--- src/rtl/mac_tile_sequencer.sv ---
// Control sequencer for the 5-lane MAC array: loads weights and inputs, steps the columns, drains and returns the result.
// Define MAC_SEQ_WEIGHT_REUSE_EN to let a job skip LOAD_W and reuse the previously loaded weights.
module mac_tile_sequencer #(
  parameter int unsigned N       = 5,
  parameter int unsigned T       = 10,
  parameter int unsigned MAC_LAT = 2
) (
  input  logic       CLK,
  input  logic       RST,
  input  logic       start_i,
  input  logic       abort_i,
  input  logic       reuse_w_i,
  input  logic [3:0] cfg_n_i,
  input  logic [3:0] cfg_t_i,
  input  logic       w_valid_i,
  output logic       w_ready_o,
  input  logic       x_valid_i,
  output logic       x_ready_o,
  output logic       w_we_o,
  output logic [3:0] w_addr_o,
  output logic       x_we_o,
  output logic [3:0] x_addr_o,
  output logic       mac_clr_o,
  output logic       mac_en_o,
  output logic [3:0] mac_sel_o,
  input  logic       ov_i,
  output logic       res_valid_o,
  input  logic       res_ready_i,
  output logic       ov_o,
  output logic       busy_o,
  output logic       done_o,
  output logic       err_o
);

  localparam logic [3:0] LP_N      = 4'(N);
  localparam logic [3:0] LP_T      = 4'(T);
  localparam logic [3:0] LP_LAT_M1 = 4'(MAC_LAT - 1);

  typedef enum logic [2:0] {
    S_IDLE, S_LOAD_W, S_LOAD_X, S_CLEAR, S_COMPUTE, S_DRAIN, S_OUT
  } state_t;

  state_t     r_state, w_next;
  logic [3:0] r_cfg_n, r_cfg_t, r_cnt, r_sel, r_w_addr, r_x_addr;
  logic       r_w_we, r_x_we, r_res_valid, r_ov, r_done, r_err;
  logic       w_reuse, w_cfg_ok, w_wbeat, w_xbeat, w_accept, w_cnt_en;

`ifdef MAC_SEQ_WEIGHT_REUSE_EN
  logic r_wvalid;

  // Flag survives across jobs; only a completed LOAD_W sets it, any abort drops it.
  always_ff @(posedge CLK) begin
    if (RST || abort_i) r_wvalid <= 1'b0;
    else if (r_state == S_LOAD_W && w_next == S_LOAD_X) r_wvalid <= 1'b1;
  end

  assign w_reuse = reuse_w_i & r_wvalid;
`else
  logic w_unused_reuse;
  assign w_unused_reuse = reuse_w_i;
  assign w_reuse        = 1'b0;
`endif

  assign w_cfg_ok = (w_reuse || (cfg_n_i != '0 && cfg_n_i <= LP_N)) &&
                    (cfg_t_i != '0 && cfg_t_i <= LP_T);
  assign w_wbeat  = w_valid_i & (r_state == S_LOAD_W);
  assign w_xbeat  = x_valid_i & (r_state == S_LOAD_X);
  assign w_accept = r_res_valid & res_ready_i;
  assign w_cnt_en = w_wbeat | w_xbeat | (r_state == S_DRAIN);

  always_ff @(posedge CLK) begin
    if (RST) r_state <= S_IDLE;
    else     r_state <= w_next;
  end

  always_comb begin
    w_next = r_state;
    case (r_state)
      S_IDLE:    if (start_i && !abort_i && w_cfg_ok) w_next = w_reuse ? S_LOAD_X : S_LOAD_W;
      S_LOAD_W:  if (w_wbeat && r_cnt == r_cfg_n - 4'd1) w_next = S_LOAD_X;
      S_LOAD_X:  if (w_xbeat && r_cnt == r_cfg_t - 4'd1) w_next = S_CLEAR;
      S_CLEAR:   w_next = S_COMPUTE;
      S_COMPUTE: if (r_sel == r_cfg_t - 4'd1) w_next = S_DRAIN;
      S_DRAIN:   if (r_cnt == LP_LAT_M1) w_next = S_OUT;
      S_OUT:     if (w_accept) w_next = S_IDLE;
      default:   w_next = S_IDLE;
    endcase
    if (abort_i && r_state != S_IDLE) w_next = S_IDLE;
  end

  always_comb begin
    w_ready_o = (r_state == S_LOAD_W);
    x_ready_o = (r_state == S_LOAD_X);
    mac_clr_o = (r_state == S_CLEAR);
    mac_en_o  = (r_state == S_COMPUTE);
    busy_o    = (r_state != S_IDLE);
  end

  // Beat/drain counter restarts on every state change; address and column registers hold between uses.
  always_ff @(posedge CLK) begin
    if (RST) begin
      r_cfg_n     <= '0;
      r_cfg_t     <= '0;
      r_cnt       <= '0;
      r_sel       <= '0;
      r_w_addr    <= '0;
      r_x_addr    <= '0;
      r_w_we      <= 1'b0;
      r_x_we      <= 1'b0;
      r_res_valid <= 1'b0;
      r_ov        <= 1'b0;
      r_done      <= 1'b0;
      r_err       <= 1'b0;
    end else begin
      r_w_we <= w_wbeat & ~abort_i;
      r_x_we <= w_xbeat & ~abort_i;
      if (w_wbeat && !abort_i) r_w_addr <= r_cnt;
      if (w_xbeat && !abort_i) r_x_addr <= r_cnt;

      if (w_next != r_state) r_cnt <= '0;
      else if (w_cnt_en)     r_cnt <= r_cnt + 4'd1;

      if (!abort_i) begin
        if (r_state == S_CLEAR) r_sel <= '0;
        else if (r_state == S_COMPUTE && w_next == S_COMPUTE) r_sel <= r_sel + 4'd1;
        if (r_state == S_DRAIN && r_cnt == LP_LAT_M1) r_ov <= ov_i;
      end

      r_res_valid <= (r_state == S_OUT) && (w_next == S_OUT);
      r_done      <= w_accept & ~abort_i;
      r_err       <= (r_state == S_IDLE) && start_i && !abort_i && !w_cfg_ok;

      if (r_state == S_IDLE && w_next != S_IDLE) begin
        r_cfg_t <= cfg_t_i;
        if (!w_reuse) r_cfg_n <= cfg_n_i;
      end
    end
  end

  assign w_we_o      = r_w_we;
  assign w_addr_o    = r_w_addr;
  assign x_we_o      = r_x_we;
  assign x_addr_o    = r_x_addr;
  assign mac_sel_o   = r_sel;
  assign res_valid_o = r_res_valid;
  assign ov_o        = r_ov;
  assign done_o      = r_done;
  assign err_o       = r_err;

endmodule

--- config.mk ---
export PLATFORM = sky130hd
export DESIGN_NAME = mac_tile_sequencer
export DESIGN_NICKNAME = d
export VERILOG_FILES = /design/src/rtl/mac_tile_sequencer.sv
export SDC_FILE = /design/constraint.sdc
export NUM_CORES = 1
export LEC_CHECK = 0
export ABC_CLOCK_PERIOD_IN_PS = 4500
export CAP_MARGIN = 20
export CORE_MARGIN = 4
export CORE_UTILIZATION = 52
export CTS_BUF_LIST = sky130_fd_sc_hd__clkbuf_4 sky130_fd_sc_hd__clkbuf_8 sky130_fd_sc_hd__clkbuf_16
export DETAILED_ROUTE_END_ITERATION = 8
export PLACE_DENSITY = 0.88
export SYNTH_ARGS = -nofsm -noshare
export SYNTH_HDL_FRONTEND = slang
export SYNTH_SLANG_ARGS = --single-unit
export TNS_END_PERCENT = 10
--- constraint.sdc ---
create_clock -name CLK -period 4.5 [get_ports CLK]
set_input_delay 0.9 -clock CLK [delete_from_list [all_inputs] [get_ports CLK]]
set_output_delay 0.9 -clock CLK [all_outputs]
set_load 0.01 [all_outputs]
### After elaboration in Yosys (flattened, before gate mapping)

Index checks and enable logic that the tools add are counted.

| word-level totals | value |
|---|---|
| memories kept | 0 |
| bits in registers | 33 |
| word-level logic and storage cells | 79 |
| bits in latches | 0 |
| input port bits | 17 |
| memory bits (read-only) | 0 |
| memory bits (writable) | 0 |

| operators by class | value |
|---|---|
| equal/unequal tests | 13 |
| mux-type cells | 10 |
| order comparisons | 2 |
| $mul | 0 |
| bitwise logic cells | 9 |
| add/subtract/negate cells | 4 |
| shift operators | 0 |
| div/mod/pow operators | 0 |
| reductions and logical operators | 28 |

Operators by type and width:

| kind | number |
|---|---|
| $mux W3 | 7 |
| $pmux W3 S7 | 1 |
| $logic_and A1 B1 Y1 | 17 |
| $eq A3 B3 Y1 const B | 5 |
| $eq A4 B4 Y1 | 3 |
| $add A4 B1 Y4 const B | 2 |
| $mux W4 | 2 |
| $reduce_bool A4 Y1 | 2 |
| $sub A4 B1 Y4 const B | 2 |
| $and A1 B1 Y1 | 6 |
| $eq A3 B2 Y1 const B | 2 |
| $reduce_bool A3 Y1 | 2 |
| $eq A4 B1 Y1 const B | 1 |
| $le A4 B3 Y1 const B | 1 |
| $le A4 B4 Y1 const B | 1 |
| $reduce_and A2 Y1 | 2 |
| $eq A3 B1 Y1 const B | 1 |
| $logic_not A3 Y1 | 1 |
| $ne A3 B3 Y1 | 1 |
| $logic_not A1 Y1 | 2 |
| $or A1 B1 Y1 | 2 |
| $reduce_bool A2 Y1 | 1 |
| $reduce_or A2 Y1 | 1 |
| $not A1 Y1 | 1 |

### Longest topological paths before layout

| depth | value |
|---|---|
| word-level depth | 11 |
| depth in mapped cells | 9 |

### Worst setup path after synthesis

Ideal clock, no wire load.

| timing path | value |
|---|---|
| path kind | input port to flip-flop |
| start | input port cfg_t_i[1] |
| end | register r_cnt[2] |
| arrival time | 2,299 ps |
| library setup time | 86 ps |
| cell stages on the path | 6 |
| setup slack | 2,116 ps |
| required time | 4,414 ps |
| path through | a21o_1 a221oi_1 nand3_2 a31oi_1 o21ai_0 a211oi_1 |

| between the ends | value |
|---|---|
| word-level cells in the longest chain between the ends | 9 |

RTL lines:

| what | line | source |
|---|---|---|
| start, declared | 14 | `input logic [3:0] cfg_t_i,` |
| $le A4 B4 Y1 / $reduce_bool A4 Y1 (equally long branches) | 65 | `(cfg_t_i != '0 && cfg_t_i <= LP_T);` |
| $logic_and A1 B1 Y1 (*) | 65 |  |
| $logic_and A1 B1 Y1 (*) | 64 | `assign w_cfg_ok = (w_reuse \|\| (cfg_n_i != '0 && cfg_n_i <= LP_N)) &&` |
| $logic_and A1 B1 Y1 (*) | 79 | `S_IDLE: if (start_i && !abort_i && w_cfg_ok) w_next = w_reuse ? S_LOAD_X : S_LOAD_W;` |
| $mux W3 (*) | 79 |  |
| $pmux W3 S7 (*) | 78 | `case (r_state)` |
| $mux W3 (*) | 88 | `if (abort_i && r_state != S_IDLE) w_next = S_IDLE;` |
| $ne A3 B3 Y1 (*) | 120 | `if (w_next != r_state) r_cnt <= '0;` |
| $reduce_or A2 Y1 (no source line) (*) | n/a |  |
| end signal, assigned | 121 | `else if (w_cnt_en) r_cnt <= r_cnt + 4'd1;` |
| end, declared | 44 | `logic [3:0] r_cfg_n, r_cfg_t, r_cnt, r_sel, r_w_addr, r_x_addr;` |

Every way passes the cells marked *; elsewhere a longest branch is shown, timed or not.
A chain may end at the register's enable or synchronous reset.

### Final worst setup path

| timing path | value |
|---|---|
| start | input port abort_i |
| end | register r_cnt[3] |

| between the ends | value |
|---|---|
| word-level cells in the longest chain between the ends | 8 |

RTL lines:

| what | line | source |
|---|---|---|
| start, declared | 11 | `input logic abort_i,` |
| $logic_not A1 Y1 | 79 |  |
| $logic_and A1 B1 Y1 (2 in a row) | 79 |  |
| $mux W3 | 79 |  |
| $pmux W3 S7 | 78 |  |
| $mux W3 (*) | 88 |  |
| $ne A3 B3 Y1 (*) | 120 |  |
| $reduce_or A2 Y1 (no source line) (*) | n/a |  |

Marks and branches as above.

==> flow_summary_export.csv <==
group,metric,value,unit
sta,period_needed,3030,ps
synth,yosys_most_used_dff,"dfxtp_1",
drt,routed_wirelength,3.80,mm
floorplanning,die_area,4480,um^2
global_routing,grt_pass1_vias,1488,
finish,layout.area.seq,661,um^2
global_routing,grt_pass1_wl,6.38,mm
sta,tns,0,ps
drt,ant_nets,0,
placement,gp_congestion,0.759,
pwr,power_density,230,nW/um^2
sta,setup_ws,1470,ps
floorplanning,die_h,66.9,um
setup_path,critical_path_class,"in2reg",
drt,via_per_inst,5.39,
status,status,"complete, no violations",
synth,synth_fp_nets,231,
sta,slew_violations,0,
synth,synth_top_cell_by_area,"dfxtp_1",
synth,yosysUniqueCellTypes,45,
synth,async_reset_ff_frac,0,
synth,netlist_instances,209,
sta,fin_crit_sh,0.674,
clocking,cts.path.max_buffers,2,
finish,fin_cells,289,
drt,dr.pass1.iters,4,
floorplanning,die_width,66.9,um
global_routing,grt-ovfl-total,0,
sta,skew,15.6,ps
pwr,p_leak,0.930,nW
sta,slew_headroom,0.462,
synth,synth_edf_count,0,
placement,io_buffers,38,
sta,rsz0062_at_grt,"false",
global_routing,grtUsageTotal,0.189,
drt,wl_per_cell,13.1,um
floorplanning,ios,40,
synth,synth_area,1810,um^2
finish,nets,264,
setup_path,required,4750,ps
placement,dp_cells,281,
synth,yosys.area.top_type_share,0.366,
floorplanning,initial_core_util,0.541,
setup_path,end_kind,"flip-flop",
sta,final-hold-violation-count,0,
drt,drcViolationCount,0,
clocking,post_cts_resized,0,
setup_path,startpoint_type,"primary input",
synth,yosysSeqAreaShare,0.366,
synth,avgSynthCellArea,8.64,um^2
clocking,insertion_delay,340,ps
finish,nFillCells,293,
clocking,post_cts_buffers,0,
sta,worst_hold_slack,478,ps
finish,area.growth.synth_to_final,24.0,%
finish,antennaDiodeCount,0,
pwr,ir_worst_vdd,0.000178,V
sta,worst_pin_slew,804,ps
global_routing,antenna_found_initial,0,
sta,timing.fmax,330,MHz
clocking,tritoncts,"done",
finish,drive_above_1_share,0.0658,
placement,dp_hpwl,2.80,mm
drt,vias,1557,
finish,multi_input_area,1040,um^2
floorplanning,fp-row-count,21,
synth,synth_seq_cells,33,
clocking,cts_root_buffer,"clkbuf_4",
synth,synth_top_cells_by_count,"dfxtp_1 (33), nor2_1 (26), a21oi_1 (13), nand2_1 (13)",
synth,ys_warn_count,0,
clocking,cts_hold_buffers,0,
clocking,numCtsBuffers,5,
worst_hold_path,hold_class,"reg2reg",
placement,place_ws,1150,ps
floorplanning,coreArea,3340,um^2
pwr,power,514,uW
synth,synth_area_leaders,"dfxtp_1 (37%), mux2i_1 (6.6%), nor2_1 (5.4%), xnor3_1 (3.7%), a21oi_1 (3.6%)",
setup_path,worst-path-max-fanout,25,
clocking,cts.sink_count,33,
global_routing,grt_max_degree,26,
synth,yosysMostFrequentCell,"dfxtp_1",
clocking,cts_max_level,2,
sta,setup_viol,0,
clocking,clk_pin_slew,100,ps
drt,drtIter0Drc,77,
flow_run,drv_cap,0,
setup_path,worstPathArrival,3280,ps
-- path summary, 6_finish.rpt --
kind / startpoint / end / slack (ps) / cells after the start
max: abort_i / r_cnt[3] / 1470 / 7
min: x_addr_o[0] / x_addr_o[0] / 480 / 2
max reg2reg: r_cfg_t[0] / mac_sel_o[2] / 2220 / 8
min reg2reg: x_addr_o[0] / x_addr_o[0] / 480 / 2
-- cells in the final DEF, fill, tap and decap left out, drive strengths merged, types with 2 or more instances in the layout --
master         instances
a211oi                 2
a21o                   3
a21oi                 13
and3                   2
clkbuf                 6
clkdlybuf4s50         38
clkinv                 2
dfxtp                 33
ha                     5
inv                   10
mux2                   2
mux2i                 12
nand2                 13
nand2b                 2
nand3                  8
nand3b                 2
nor2                  26
nor2b                  3
nor3                   9
nor3b                  3
o21a                   2
o21ai                 12
or3                    3
xnor2                  7
xnor3                  3
xor2                   7
-- final cells by class --
cell class                      count  area share
Multi-Input combinational cell    153       0.465
Clock inverter                      2     0.00447
Inverter                           10      0.0168
Tap cell                           46      0.0257
Clock buffer                        6      0.0201
Timing Repair Buffer               39       0.173
Sequential cell                    33       0.295
-- cell families (layout without fill, tap and decap cells) --
| family | count (synthesis) | after routing | share of synthesized area |
|---|---|---|---|
| XOR/XNOR | 17 | 17 | 0.105 |
| buffers and inverters | 23 | 57 | 0.0582 |
| adder cells (fa/ha/maj) | 5 | 5 | 0.0346 |
| flip-flops | 33 | 33 | 0.366 |
| AND/OR/NAND/NOR | 78 | 78 | 0.226 |
| AO/OA/AOI/OAI | 39 | 39 | 0.131 |
| multiplexers | 14 | 14 | 0.0789 |
-- registers in the layout (all words and copies together) (netlist names) --
name and cells:
w_we_o 1, x_addr_o 4, r_cfg_n 4, r_state 3, ov_o 1, mac_sel_o 4
x_we_o 1, w_addr_o 4, err_o 1, r_cfg_t 4, res_valid_o 1, done_o 1
r_cnt 4
-- critical path: stages --
cell and delay, ps:
clkdlybuf4s50_1 800, nand2b_1 350, nor2_1 140, nand3_2 270
a31oi_1 310, o21ai_0 240, a211oi_1 270
-- per-stage QoR --
stage          utilization  instance area [um^2]
6_report             0.671                  2240
3_5_place_dp         0.655                  2180
5_1_grt              0.671                  2240
4_1_cts              0.671                  2240
3_3_place_gp         0.655                  2180
2_1_floorplan            -                  1810
-- layer usage --
metal | up-vias | share of wire | GRT usage
met3 | 7 | 0.058 | 0.0438
met5 | - | 0 | 0
li1 | 789 | - | -
met4 | 0 | 0.017 | 0.0886
met1 | 719 | 0.44 | 0.218
met2 | 42 | 0.48 | 0.328
-- power breakdown --
group | switching, mW | leakage (nW) | internal [mW]
Combinational | 0.0245 | 0.629 | 0.0272
Clock | 0.0990 | 0.0354 | 0.0655
Sequential | 0.00369 | 0.266 | 0.294
Total | 0.127 | 0.930 | 0.387
No activity file was read; power rests on OpenSTA's default activity.
